<file path="src/rtl/tx_byte_scrambler_if.sv">
`default_nettype none
// ============================================================================
//  Module      : tx_byte_scrambler_if
//  Description : Multi-lane AXI-Stream bundle used on both sides of the
//                transmit scrambler. Each byte of tdata has a matching
//                tkeep bit and a tuser bit (1 = K-symbol).
//  Ports       : tdata/tkeep/tuser/tvalid/tlast driven by the master,
//                tready driven by the slave.
//  Revision    : 1.0 - initial release
// ============================================================================
interface tx_byte_scrambler_if #(
  parameter int DATA_W = 128,
  parameter int KEEP_W = 16,
  parameter int USER_W = 16
) ();
  logic [DATA_W-1:0] tdata;
  logic [KEEP_W-1:0] tkeep;
  logic [USER_W-1:0] tuser;
  logic              tvalid;
  logic              tlast;
  logic              tready;

  modport master (output tdata, tkeep, tuser, tvalid, tlast, input tready);
  modport slave  (input tdata, tkeep, tuser, tvalid, tlast, output tready);
endinterface
`default_nettype wire

</file>
<file path="src/rtl/tx_byte_scrambler.sv">
`default_nettype none
// ============================================================================
//  Module      : tx_byte_scrambler
//  Description : Gen1/Gen2 (8b/10b) transmit scrambler. One 16-bit Galois
//                LFSR (X^16+X^5+X^4+X^3+1) per lane; D-symbols are XORed
//                with the key unless inside an ordered set or disabled.
//                COM reseeds the lane, SKP leaves it untouched. A single
//                registered output stage with full-throughput handshake.
//  Ports       : clk_i          - clock
//                rst_ni         - asynchronous active-low reset
//                scramble_dis_i - 1 = pass data raw (LFSRs still advance)
//                s_axis         - input stream (slave modport)
//                m_axis         - output stream (master modport)
//  Revision    : 1.0 - initial release
// ============================================================================
module tx_byte_scrambler #(
  parameter int MAX_NUM_LANES = 4,
  parameter int DATA_WIDTH    = 32,
  parameter int KEEP_WIDTH    = DATA_WIDTH/8,
  parameter int USER_WIDTH    = 4
) (
  input  logic                clk_i,
  input  logic                rst_ni,
  input  logic                scramble_dis_i,
  tx_byte_scrambler_if.slave  s_axis,
  tx_byte_scrambler_if.master m_axis
);

  localparam logic [15:0] LFSR_SEED = 16'hFFFF;
  localparam logic [15:0] LFSR_TAPS = 16'h0039;
  localparam logic [7:0]  SYM_COM   = 8'hBC;
  localparam logic [7:0]  SYM_SKP   = 8'h1C;
  localparam int          TOT_DATA  = DATA_WIDTH*MAX_NUM_LANES;
  localparam int          TOT_KEEP  = KEEP_WIDTH*MAX_NUM_LANES;
  localparam int          TOT_USER  = USER_WIDTH*MAX_NUM_LANES;

  // Eight serial shifts: returns {key byte, next LFSR state}. Key bit i is
  // the bit shifted out on the i-th shift.
  function automatic logic [23:0] advance8(input logic [15:0] seed);
    logic [15:0] st;
    logic [7:0]  key;
    st  = seed;
    key = '0;
    for (int i = 0; i < 8; i++) begin
      key[i] = st[15];
      st     = {st[14:0], 1'b0} ^ (st[15] ? LFSR_TAPS : 16'h0000);
    end
    return {key, st};
  endfunction

  logic                accept;
  logic [TOT_DATA-1:0] data_nxt;
  logic                out_valid;
  logic [TOT_DATA-1:0] out_data;
  logic [TOT_KEEP-1:0] out_keep;
  logic [TOT_USER-1:0] out_user;
  logic                out_last;

  // The output register can load whenever it is empty or being drained.
  assign s_axis.tready = !out_valid || m_axis.tready;
  assign accept        = s_axis.tvalid && s_axis.tready;

  for (genvar l = 0; l < MAX_NUM_LANES; l++) begin : g_lane
    logic [15:0]           lfsr;
    logic                  in_os;
    logic [15:0]           lfsr_nxt;
    logic                  in_os_nxt;
    logic [DATA_WIDTH-1:0] lane_data;

    // Bytes are chained in order so a COM early in the beat reseeds the
    // LFSR and sets in_os for the bytes that follow it in the same beat.
    always_comb begin
      logic [15:0] st;
      logic        os;
      logic [7:0]  byte_in;
      logic [23:0] adv;
      logic        is_k;
      st        = lfsr;
      os        = in_os;
      lane_data = s_axis.tdata[DATA_WIDTH*l +: DATA_WIDTH];
      for (int b = 0; b < KEEP_WIDTH; b++) begin
        byte_in = s_axis.tdata[DATA_WIDTH*l + 8*b +: 8];
        is_k    = s_axis.tuser[USER_WIDTH*l + b];
        adv     = advance8(st);
        if (s_axis.tkeep[KEEP_WIDTH*l + b]) begin
          if (is_k && byte_in == SYM_COM) begin
            st = LFSR_SEED;
            os = 1'b1;
          end else if (!(is_k && byte_in == SYM_SKP)) begin
            if (!is_k && !os && !scramble_dis_i) begin
              lane_data[8*b +: 8] = byte_in ^ adv[23:16];
            end
            st = adv[15:0];
          end
        end
      end
      lfsr_nxt  = st;
      // tlast closes the ordered set for the following beat.
      in_os_nxt = s_axis.tlast ? 1'b0 : os;
    end

    always_ff @(posedge clk_i or negedge rst_ni) begin
      if (!rst_ni) begin
        lfsr  <= LFSR_SEED;
        in_os <= 1'b0;
      end else if (accept) begin
        lfsr  <= lfsr_nxt;
        in_os <= in_os_nxt;
      end
    end

    assign data_nxt[DATA_WIDTH*l +: DATA_WIDTH] = lane_data;
  end

  always_ff @(posedge clk_i or negedge rst_ni) begin
    if (!rst_ni) begin
      out_valid <= 1'b0;
      out_data  <= '0;
      out_keep  <= '0;
      out_user  <= '0;
      out_last  <= 1'b0;
    end else if (s_axis.tready) begin
      out_valid <= s_axis.tvalid;
      if (s_axis.tvalid) begin
        out_data <= data_nxt;
        out_keep <= s_axis.tkeep;
        out_user <= s_axis.tuser;
        out_last <= s_axis.tlast;
      end
    end
  end

  assign m_axis.tvalid = out_valid;
  assign m_axis.tdata  = out_data;
  assign m_axis.tkeep  = out_keep;
  assign m_axis.tuser  = out_user;
  assign m_axis.tlast  = out_last;

endmodule
`default_nettype wire

</file>
<file path="src/flat_wrapper.sv">
// flat-port wrapper written by rule: the top's interface ports become plain ports
module tx_byte_scrambler_flat 
#(
  parameter int MAX_NUM_LANES = 4,
  parameter int DATA_WIDTH    = 32,
  parameter int KEEP_WIDTH    = DATA_WIDTH/8,
  parameter int USER_WIDTH    = 4
)
  (clk_i, rst_ni, scramble_dis_i, s_axis_tdata, s_axis_tkeep, s_axis_tuser, s_axis_tvalid, s_axis_tlast, s_axis_tready, m_axis_tdata, m_axis_tkeep, m_axis_tuser, m_axis_tvalid, m_axis_tlast, m_axis_tready);
  tx_byte_scrambler_if #(.DATA_W((128)), .KEEP_W((16)), .USER_W((16))) s_axis_i ();
  tx_byte_scrambler_if #(.DATA_W((128)), .KEEP_W((16)), .USER_W((16))) m_axis_i ();
  input  logic clk_i;
  input  logic rst_ni;
  input  logic scramble_dis_i;
  input wire logic [$bits(s_axis_i.tdata)-1:0] s_axis_tdata;
  input wire logic [$bits(s_axis_i.tkeep)-1:0] s_axis_tkeep;
  input wire logic [$bits(s_axis_i.tuser)-1:0] s_axis_tuser;
  input wire logic [$bits(s_axis_i.tvalid)-1:0] s_axis_tvalid;
  input wire logic [$bits(s_axis_i.tlast)-1:0] s_axis_tlast;
  output wire logic [$bits(s_axis_i.tready)-1:0] s_axis_tready;
  output wire logic [$bits(m_axis_i.tdata)-1:0] m_axis_tdata;
  output wire logic [$bits(m_axis_i.tkeep)-1:0] m_axis_tkeep;
  output wire logic [$bits(m_axis_i.tuser)-1:0] m_axis_tuser;
  output wire logic [$bits(m_axis_i.tvalid)-1:0] m_axis_tvalid;
  output wire logic [$bits(m_axis_i.tlast)-1:0] m_axis_tlast;
  input wire logic [$bits(m_axis_i.tready)-1:0] m_axis_tready;
  assign s_axis_i.tdata = s_axis_tdata;
  assign s_axis_i.tkeep = s_axis_tkeep;
  assign s_axis_i.tuser = s_axis_tuser;
  assign s_axis_i.tvalid = s_axis_tvalid;
  assign s_axis_i.tlast = s_axis_tlast;
  assign s_axis_tready = s_axis_i.tready;
  assign m_axis_tdata = m_axis_i.tdata;
  assign m_axis_tkeep = m_axis_i.tkeep;
  assign m_axis_tuser = m_axis_i.tuser;
  assign m_axis_tvalid = m_axis_i.tvalid;
  assign m_axis_tlast = m_axis_i.tlast;
  assign m_axis_i.tready = m_axis_tready;
  tx_byte_scrambler #(.MAX_NUM_LANES(MAX_NUM_LANES), .DATA_WIDTH(DATA_WIDTH), .KEEP_WIDTH(KEEP_WIDTH), .USER_WIDTH(USER_WIDTH)) u_core (.clk_i(clk_i), .rst_ni(rst_ni), .scramble_dis_i(scramble_dis_i), .s_axis(s_axis_i), .m_axis(m_axis_i));
endmodule
</file>
<file path="config.mk">
export PLATFORM = sky130hd
export DESIGN_NAME = tx_byte_scrambler_flat
export DESIGN_NICKNAME = d
export VERILOG_FILES = /design/src/rtl/tx_byte_scrambler_if.sv /design/src/rtl/tx_byte_scrambler.sv /design/src/flat_wrapper.sv
export SDC_FILE = /design/constraint.sdc
export NUM_CORES = 1
export LEC_CHECK = 0
export CAP_MARGIN = 20
export CORE_MARGIN = 4
export CORE_UTILIZATION = 35
export DETAILED_ROUTE_END_ITERATION = 10
export DONT_BUFFER_PORTS = 1
export PLACE_DENSITY = 0.53
export SYNTH_ARGS = -nofsm -noshare
export SYNTH_HDL_FRONTEND = slang
export SYNTH_SLANG_ARGS = --single-unit
export TNS_END_PERCENT = 10
</file>
<file path="constraint.sdc">
create_clock -name clk_i -period 7 [get_ports clk_i]
set_input_delay 0.7 -clock clk_i [delete_from_list [all_inputs] [get_ports clk_i]]
set_output_delay 0.7 -clock clk_i [all_outputs]
set_load 0.01 [all_outputs]
</file>
==> impl_metrics.csv <==
group,metric,value,unit
run_status,status,"finished, final reports clean",
floorplanning,placementRows,85,
flow_run,max-cap-violations,0,
power_and_ir_drop,irDropWorstVdd,248,uV
route,drt_iter0_drc,1359,
synth,synthArstFlopShare,100,%
clock_network,postCtsSetupBuffers,0,
worst_setup_path,critPathLaunchType,"primary input",
floorplanning,dieArea,59200,um^2
sta,setup-tns-final,0,ns
synth,yosysWarnings,0,
synth,synth_cell_types,105,
route,num_vias,17300,
power_and_ir_drop,power_frac_comb,65.3,%
global_routing,grt_most_used_layer,"met2",
finish,final_util,38.6,%
place,place_ws,2.09,ns
worst_setup_path,crit_fanout,16,
global_routing,grt.total_usage,21.7,%
global_routing,grt_pass1_wl,104000,um
sta,finalClockSkew,0.0191,ns
power_and_ir_drop,clockPowerShare,13.6,%
place,dp_hpwl,49500,um
worst_setup_path,slowest_delay,1.10,ns
synth,synth_top_area_share,21.4,%
clock_network,htree_levels,1,
finish,final_cell_mix,"nand2_1, xnor2_1, nor2_1",
global_routing,met1_usage,29.2,%
sta,clock.fmax,227,MHz
power_and_ir_drop,total_power,12.5,mW
worst_setup_path,end_kind,"register",
synth,synth_edf_count,0,
synth,yosys-top-cells-area,"dfrtp_1, xnor2_1, dfstp_2",
global_routing,grt_util_met2,35.3,%
worst_setup_path,r2r_slack,2.87,ns
synth,yosys_most_used_dff,"dfrtp_1",
place,place_inst,2954,
floorplanning,pin_count,329,
worst_setup_path,crit_chain,"nand4b_1 -> o31ai_2 -> nor2_1 -> a211oi_1 -> xnor3_1 -> a31oi_1 -> o22ai_2 -> xor2_2 -> xnor2_1 -> a221oi_1",
route,routedWlPerCell,22.3,um
finish,drive_above_1_share,9.93,%
clock_network,clkSlewWorstSetupHoldPaths,0.06,ns
route,wirelength,67300,um
power_and_ir_drop,power.switching,5.92,mW
worst_setup_path,crit_type,"in2reg",
sta,final_hold_viol_count,0,
floorplanning,chipWidth,243,um
worst_hold_path,hold_class,"in2async",
worst_setup_path,cp.required,7.48,ns
sta,setup_viol,0,
sta,final.min_clock_period,4.41,ns
route,drc_errors,0,
power_and_ir_drop,p_int,6.60,mW
route,ant_nets,0,
synth,synth_nets,2515,
synth,syn_inst,2349,
finish,antenna_cells,0,
sta,slew_viol_final,0,
sta,finalCritPeriodShare,62.9,%
synth,syn_area_per_cell,8.25,um^2
place,gp_congestion,0.913,
floorplanning,die_y,243,um
route,viasPerCell,5.76,
worst_setup_path,cp.arrival,4.88,ns
sta,fin_hold_ws,0.171,ns
global_routing,grt_pass1_vias,17000,
power_and_ir_drop,p_leak,8.01,nW
sta,fin_ws,2.59,ns
power_and_ir_drop,power_switching_share,47.3,%
global_routing,grt_max_degree,200,
route,dr.pass1.iters,6,
finish,layout_commonest_cell,"nand2_1",
clock_network,hold_buffers,2,
place,portBuffers,0,
sta,worst_pin_slew,1.13,ns
clock_network,cts_sinks,230,
synth,synth_seq_cells,230,
finish,layoutNonFillerInstCount,3014,
clock_network,cts-root-buf,"clkbuf_16",
synth,synth_top_cell_by_area,"dfrtp_1",
finish,nNetsFinal,2418,
sta,slew-limit-headroom,23.8,%
global_routing,overflow,0,
floorplanning,core,54300,um^2
clock_network,cts_resized,0,
clock_network,cts_buffer_depth,3,
global_routing,antenna_found_initial,1,
clock_network,cts_buffers,30,
finish,final_area,21000,um^2
synth,synth_area,19400,um^2
finish,area_growth,8.34,%
power_and_ir_drop,power.density,596,nW/um^2
floorplanning,initial_core_util,35.6,%
place,dpl_cell_area,19800,um^2
synth,ys_seq_area_share,30.1,%
sta,rsz0062_at_grt,"no",
clock_network,clkLatencyLatePin,0.59,ns
worst_setup_path,cp_slowest_cell,"o31ai_2",
power_and_ir_drop,sequentialPowerShare,21.1,%
global_routing,met3_usage,4.90,%
clock_network,tritoncts,"built",
## cells in the mapped netlist (all sizes together) (20+ instances only)
cell type  count
a21oi         89
a22oi         27
a31oi         23
buf           37
clkbuf       116
dfrtp        166
dfstp         64
inv           20
mux2i         25
nand2        382
nand3         39
nor2         218
nor3          55
o21ai        193
o22ai         50
o31ai         23
xnor2        266
xor2         145
## worst max-delay path: cells and delay by family
kind             cells  cell delay [ns]
XOR/XNOR             3             0.79
AO/OA/AOI/OAI        5             2.51
AND/OR/NAND/NOR      2             0.86
## power groups by stage
stage | Clock [mW] | Sequential [mW] | Combinational [mW]
6_report | 1.70 | 2.64 | 8.17
5_1_grt | 1.81 | 2.69 | 8.85
4_1_cts | 1.75 | 2.63 | 8.10
3_5_place_dp | 0 | 2.65 | 8.02
3_3_place_gp | 0 | 2.65 | 7.96
2_1_floorplan | 0 | 2.11 | 6.81
## flip-flops by register name, indices dropped and copies added (netlist names)
| signal | count |
|---|---|
| u_core.m_axis.tvalid | 1 |
| u_core.m_axis.tkeep | 16 |
| u_core.m_axis.tuser | 16 |
| u_core.m_axis.tlast | 1 |
| u_core.m_axis.tdata | 128 |
| u_core.g_lane.lfsr | 64 |
| u_core.g_lane.in_os | 4 |
## worst paths after layout
check / start / end / cells past startpoint
max: s_axis_tdata[70] / u_core.g_lane[2].lfsr[5] / 10
min: rst_ni / u_core.g_lane[3].lfsr[1] / 1
max reg2reg: u_core.g_lane[3].lfsr[12] / u_core.g_lane[3].lfsr[8] / 11
min reg2reg: u_core.g_lane[1].lfsr[2] / u_core.g_lane[1].lfsr[2] / 2
max in group asynchronous: rst_ni / u_core.m_axis.tdata[17] / 1
min in group clk_i: s_axis_tlast / u_core.g_lane[3].in_os / 1
## cells by family after synthesis
kind of cell | after synthesis | synth area share, %
AND/OR/NAND/NOR | 874 | 21.0
flip-flops | 230 | 30.1
XOR/XNOR | 434 | 21.4
buffers and inverters | 176 | 3.63
AO/OA/AOI/OAI | 605 | 22.2
multiplexers | 30 | 1.58
## routing by layer
layer / wire length [um] / share of wire (%)
met2: 30800 / 46
met5: 0 / 0
met4: 1830 / 2.7
met1: 29300 / 44
met3: 5390 / 8.0
## area by class of cell
type	instances	area [um^2]
fillers	5574	33400
multi-input cells	1943	12900
flip-flops and latches	230	5840
well taps	739	925
clock buffers	38	842
clock inverters	17	238
repair buffers	24	205
inverters	23	86.3
Note: power is estimated with default switching activity, not from simulation.
